$ cat src/rtl/uart_pkg.sv
// rtl/uart_pkg.sv - shared constants for the UART transmit scheduler
package uart_pkg;

    localparam int UART_DATA_W = 8;

    localparam logic [2:0] ST_IDLE      = 3'd0;
    localparam logic [2:0] ST_LAUNCH    = 3'd1;
    localparam logic [2:0] ST_WAIT_BUSY = 3'd2;
    localparam logic [2:0] ST_WAIT_DONE = 3'd3;
    localparam logic [2:0] ST_GAP       = 3'd4;

    localparam logic CH0 = 1'b0;
    localparam logic CH1 = 1'b1;

    function automatic int max3(input int a, input int b, input int c);
        int m;
        m = (a > b) ? a : b;
        return (m > c) ? m : c;
    endfunction

endpackage

$ cat src/rtl/uart_rr_arb2.sv
// rtl/uart_rr_arb2.sv - two-input round-robin picker, combinational
module uart_rr_arb2
    import uart_pkg::*;
(
    input  logic req0,
    input  logic req1,
    input  logic last,
    output logic valid,
    output logic id
);

    always_comb begin
        valid = req0 | req1;
        // On contention the channel that did not win last time goes next.
        if (req0 && req1) begin
            id = ~last;
        end else if (req1) begin
            id = CH1;
        end else begin
            id = CH0;
        end
    end

endmodule

$ cat src/rtl/uart_tx_scheduler.sv
// rtl/uart_tx_scheduler.sv - shares one UART Tx unit between two byte requesters
module uart_tx_scheduler
    import uart_pkg::*;
#(
    parameter int DATA_W       = UART_DATA_W,
    parameter int BUSY_TIMEOUT = 16,
    parameter int GAP_CYCLES   = 2
) (
    input  logic              clk,
    input  logic              reset,
    input  logic              req0,
    input  logic [DATA_W-1:0] data0,
    output logic              ack0,
    input  logic              req1,
    input  logic [DATA_W-1:0] data1,
    output logic              ack1,
    input  logic              tx_done,
    output logic              tx_start,
    output logic [DATA_W-1:0] tx_data,
    output logic              busy,
    output logic              grant_id,
    output logic              err_timeout,
    input  logic              clr_err
);

    localparam int               CNT_W    = $clog2(max3(BUSY_TIMEOUT, GAP_CYCLES, 2));
    localparam logic [CNT_W-1:0] BUSY_LIM = CNT_W'(BUSY_TIMEOUT - 1);
    localparam logic [CNT_W-1:0] GAP_LIM  = CNT_W'((GAP_CYCLES > 0) ? GAP_CYCLES - 1 : 0);
    localparam logic [2:0]       ST_POST  = (GAP_CYCLES > 0) ? ST_GAP : ST_IDLE;

    logic [2:0]       state;
    logic [2:0]       state_nxt;
    logic [CNT_W-1:0] cnt;
    logic [CNT_W-1:0] cnt_nxt;
    logic [CNT_W-1:0] cnt_inc;
    logic             timeout_hit;
    logic             arb_valid;
    logic             arb_id;
    logic             grant;

    uart_rr_arb2 u_arb (
        .req0  (req0),
        .req1  (req1),
        .last  (grant_id),
        .valid (arb_valid),
        .id    (arb_id)
    );

    assign cnt_inc = cnt + CNT_W'(1);
    assign grant   = (state == ST_IDLE) && arb_valid;

    always_comb begin
        state_nxt   = state;
        cnt_nxt     = cnt;
        timeout_hit = 1'b0;
        case (state)
            ST_IDLE: begin
                if (grant) state_nxt = ST_LAUNCH;
            end
            ST_LAUNCH: begin
                state_nxt = ST_WAIT_BUSY;
                cnt_nxt   = '0;
            end
            ST_WAIT_BUSY: begin
                // A falling tx_done beats the watchdog limit in the same cycle.
                if (!tx_done) begin
                    state_nxt = ST_WAIT_DONE;
                end else if (cnt_inc == BUSY_LIM) begin
                    timeout_hit = 1'b1;
                    state_nxt   = ST_POST;
                    cnt_nxt     = '0;
                end else begin
                    cnt_nxt = cnt_inc;
                end
            end
            ST_WAIT_DONE: begin
                if (tx_done) begin
                    state_nxt = ST_POST;
                    cnt_nxt   = '0;
                end
            end
            ST_GAP: begin
                if (cnt == GAP_LIM) state_nxt = ST_IDLE;
                else                cnt_nxt   = cnt_inc;
            end
            default: state_nxt = ST_IDLE;
        endcase
    end

    always_ff @(posedge clk or negedge reset) begin
        if (!reset) begin
            state       <= ST_IDLE;
            cnt         <= '0;
            tx_start    <= 1'b0;
            ack0        <= 1'b0;
            ack1        <= 1'b0;
            tx_data     <= '0;
            busy        <= 1'b0;
            grant_id    <= CH1;
            err_timeout <= 1'b0;
        end else begin
            state    <= state_nxt;
            cnt      <= cnt_nxt;
            busy     <= (state_nxt != ST_IDLE);
            tx_start <= grant;
            ack0     <= grant && (arb_id == CH0);
            ack1     <= grant && (arb_id == CH1);
            if (grant) begin
                grant_id <= arb_id;
                tx_data  <= (arb_id == CH1) ? data1 : data0;
            end
            if (timeout_hit)  err_timeout <= 1'b1;
            else if (clr_err) err_timeout <= 1'b0;
        end
    end

endmodule

$ cat config.mk
export PLATFORM = sky130hd
export DESIGN_NAME = uart_tx_scheduler
export DESIGN_NICKNAME = d
export VERILOG_FILES = /design/src/rtl/uart_pkg.sv /design/src/rtl/uart_rr_arb2.sv /design/src/rtl/uart_tx_scheduler.sv
export SDC_FILE = /design/constraint.sdc
export NUM_CORES = 1
export LEC_CHECK = 0
export BUFFER_PORTS_ARGS = -buffer_cell sky130_fd_sc_hd__buf_2
export CORE_ASPECT_RATIO = 0.75
export CORE_MARGIN = 10
export CORE_UTILIZATION = 26
export DETAILED_ROUTE_END_ITERATION = 8
export GPL_ROUTABILITY_DRIVEN = 0
export HOLD_SLACK_MARGIN = 0.06
export SLEW_MARGIN = 25
export SYNTH_ARGS = -nofsm -noshare
export SYNTH_HDL_FRONTEND = slang
export SYNTH_SLANG_ARGS = --single-unit
$ cat constraint.sdc
create_clock -name clk -period 2.1 [get_ports clk]
set_clock_uncertainty 0.1 [all_clocks]
set_input_delay 0.21 -clock clk [delete_from_list [all_inputs] [get_ports clk]]
set_output_delay 0.21 -clock clk [all_outputs]
set_load 0.01 [all_outputs]
==> impl_metrics.env <==
export IMPL_status="finished clean"
export IMPL_initial_core_util_pct=26.9
export IMPL_finalMaxSlewViolations=0
export IMPL_dp_hpwl_mm=2.23
export IMPL_cpMaxStageDelayCell="dfrtp_1"
export IMPL_leakage_uw=0.000692
export IMPL_min_path_type="in -> reg"
export IMPL_period_needed_ps=1830
export IMPL_ys_async_sr_fraction_pct=100
export IMPL_drt_iter0_drc=34
export IMPL_hold_viol_final=0
export IMPL_ys_types=38
export IMPL_crit_type="reg -> reg"
export IMPL_startpoint_type="flip-flop"
export IMPL_ioPinCount=36
export IMPL_root_buffer="clkbuf_8"
export IMPL_endpoint_kind="flip-flop"
export IMPL_numPortBuffers=35
export IMPL_synth_edf_count=0
export IMPL_avgViaCountPerCell=4.50
export IMPL_cap_viol_max_count=0
export IMPL_synth_area_top_cells="dfrtp_1, o21ai_0, a22oi_1, inv_1, ha_1"
export IMPL_seq_power_share_pct=38.9
export IMPL_syn_nets=134
export IMPL_gr_total_overflow=0
export IMPL_antenna_found_initial=0
export IMPL_finalSetupTns_ps=0
export IMPL_clk_pin_slew_ps=70
export IMPL_grt_pass1_wl_mm=4.67
export IMPL_synthFlopType="dfrtp_1"
export IMPL_switching_share_pct=38.5
export IMPL_power_share_combinational_pct=46.7
export IMPL_tightest_slew_ps=719
export IMPL_clkPwrFrac_pct=14.4
export IMPL_fp_row_count=20
export IMPL_drive_gt1_share_pct=33.6
export IMPL_syn_area_um2=1090
export IMPL_max_stage_delay_ps=470
export IMPL_yosysWarnings=0
export IMPL_ys_ff_latch=21
export IMPL_cts_buffer_depth=2
export IMPL_fill_cells=428
export IMPL_setup_violations=0
export IMPL_die_y_um=76.1
export IMPL_p_int_uw=1080
export IMPL_die_width_um=94.8
export IMPL_p_per_area_nw_per_um2=1260
export IMPL_clk_latency_ps=250
export IMPL_seq_area_frac_synth_pct=48.3
export IMPL_die_area_um2=7210
export IMPL_clkSinkCount=21
export IMPL_avgSynthCellArea_um2=10.0
export IMPL_rsz0062_at_grt="false"
export IMPL_yosysTopAreaCell="dfrtp_1"
export IMPL_num_antenna_cells=0
export IMPL_yosysMostFrequentCell="dfrtp_1"
export IMPL_wl_per_cell_um=13.4
export IMPL_cts_resized=0
export IMPL_detailroute_via_count=917
export IMPL_grt_pass1_vias=986
export IMPL_arrival_ps=1890
export IMPL_stdcell_count=204
export IMPL_synth_top_area_share_pct=45.9
export IMPL_tritoncts="built"
export IMPL_area_growth_pct=28.4
export IMPL_slew_headroom_pct=51.6
export IMPL_drt_first_pass_iters=4
export IMPL_htree_num_levels=1
export IMPL_nets=175
export IMPL_placed_cells_incl_taps=198
export IMPL_grt_usage_pct=7.86
export IMPL_core_area_um2=4050
export IMPL_critPathMaxFanout=8
export IMPL_synthCells=109
export IMPL_ys_top_cells_by_count="dfrtp_1, inv_1, o21ai_0"
export IMPL_fmax_mhz=548
export IMPL_postCtsSetupBuffers=0
export IMPL_fin_crit_sh_pct=86.9
export IMPL_ant_nets=0
export IMPL_drc=0
export IMPL_required_ps=2170
export IMPL_cp_num_buf_inv=0
export IMPL_crit_path_cell_trace="ha_1 -> nand2b_1 -> a211o_1 -> or3b_1 -> o31ai_2"
export IMPL_cts_made_buffers=3
export IMPL_wl_mm=2.74
export IMPL_crit_family="simple AND/OR/NAND/NOR gates"
export IMPL_grt_max_degree=22
export IMPL_p_sw_uw=677
export IMPL_vdd_drop_max_v=0.000482
export IMPL_hold_buffers=2
==> power groups by stage <==
| stage | Clock [uW] | Combinational [uW] | Sequential (uW) |
|---|---|---|---|
| after detailed placement | 0 | 831 | 689 |
| after global routing | 285 | 923 | 707 |
| final | 253 | 820 | 685 |
| after floorplan | 0 | 514 | 719 |
| after CTS | 268 | 834 | 684 |
| after global placement | 0 | 803 | 679 |
==> final cells by class <==
cell class / instances / area, um2 / area share (%)
Sequential cell: 21 / 527 / 37.7
Timing Repair Buffer: 40 / 218 / 15.6
Inverter: 13 / 48.8 / 3.49
Tap cell: 55 / 68.8 / 4.92
Multi-Input combinational cell: 71 / 492 / 35.2
Clock buffer: 4 / 45.0 / 3.22
==> layout by cell type (no fill, tap or decap), types with 2 or more instances in the layout <==
master / n
dfrtp_1: 20
o21ai_1: 2
a21oi_1: 2
nor2_1: 4
o21ai_0: 12
ha_1: 3
inv_1: 13
or2_2: 2
or3b_1: 2
nand2b_1: 2
clkbuf_8: 3
buf_4: 3
dlygate4sd3_1: 2
buf_2: 35
nand2_1: 9
a21o_1: 3
a22oi_1: 8
==> metal layers <==
| metal | track usage [%] | part of all wire, % | up-vias |
|---|---|---|---|
| li1 | - | - | 461 |
| met1 | 9.91 | 47 | 437 |
| met2 | 12.6 | 48 | 17 |
| met3 | 2.56 | 3.9 | 2 |
| met4 | 1.79 | 0.84 | 0 |
| met5 | 0 | 0 | - |
==> worst min-delay path, cell delays in order <==
cell and delay, ps:
buf_2 70, a22oi_1 50, o21ai_0 70
==> metrics by stage <==
step | power (uW) | util [%] | hold WS (ps) | cell area [um2] | setup slack, ps
floorplan | 1230 | - | -186 | 1090 | 433
global placement | 1480 | 32.9 | 87.9 | 1330 | 319
detailed placement | 1520 | 32.9 | 100 | 1330 | 281
CTS | 1790 | 34.5 | 77.9 | 1400 | 266
global route | 1920 | 34.5 | 94.1 | 1400 | 136
finish | 1760 | 34.5 | 80.1 | 1400 | 275
==> kinds of logic (layout without fill, tap and decap cells) <==
| kind of cell | after synthesis | after routing | share of synthesized area [%] |
|---|---|---|---|
| buffers and inverters | 17 | 57 | 6.54 |
| multiplexers | 1 | 1 | 0.919 |
| flip-flops | 21 | 21 | 48.3 |
| AND/OR/NAND/NOR | 30 | 30 | 16.2 |
| adder cells (fa/ha/maj) | 3 | 3 | 3.44 |
| AO/OA/AOI/OAI | 37 | 37 | 24.6 |
==> final timing paths <==
check	cells after the start	start	to	slack, ps
max in group asynchronous	2	reset	grant_id	1200
setup reg to reg	5	cnt[0]	cnt[1]	270
hold reg to reg	2	tx_data[2]	tx_data[2]	420
min in group asynchronous	2	reset	tx_data[5]	340
setup / recovery	5	cnt[0]	cnt[1]	270
hold / removal	3	data1[2]	tx_data[2]	80
==> sequential cells by signal, summed over array words and instances, names as in the netlist <==
name / cells
err_timeout: 1
grant_id: 1
busy: 1
tx_start: 1
tx_data: 8
cnt: 4
ack1: 1
ack0: 1
state: 3
Note: power is estimated with default switching activity, not from simulation.
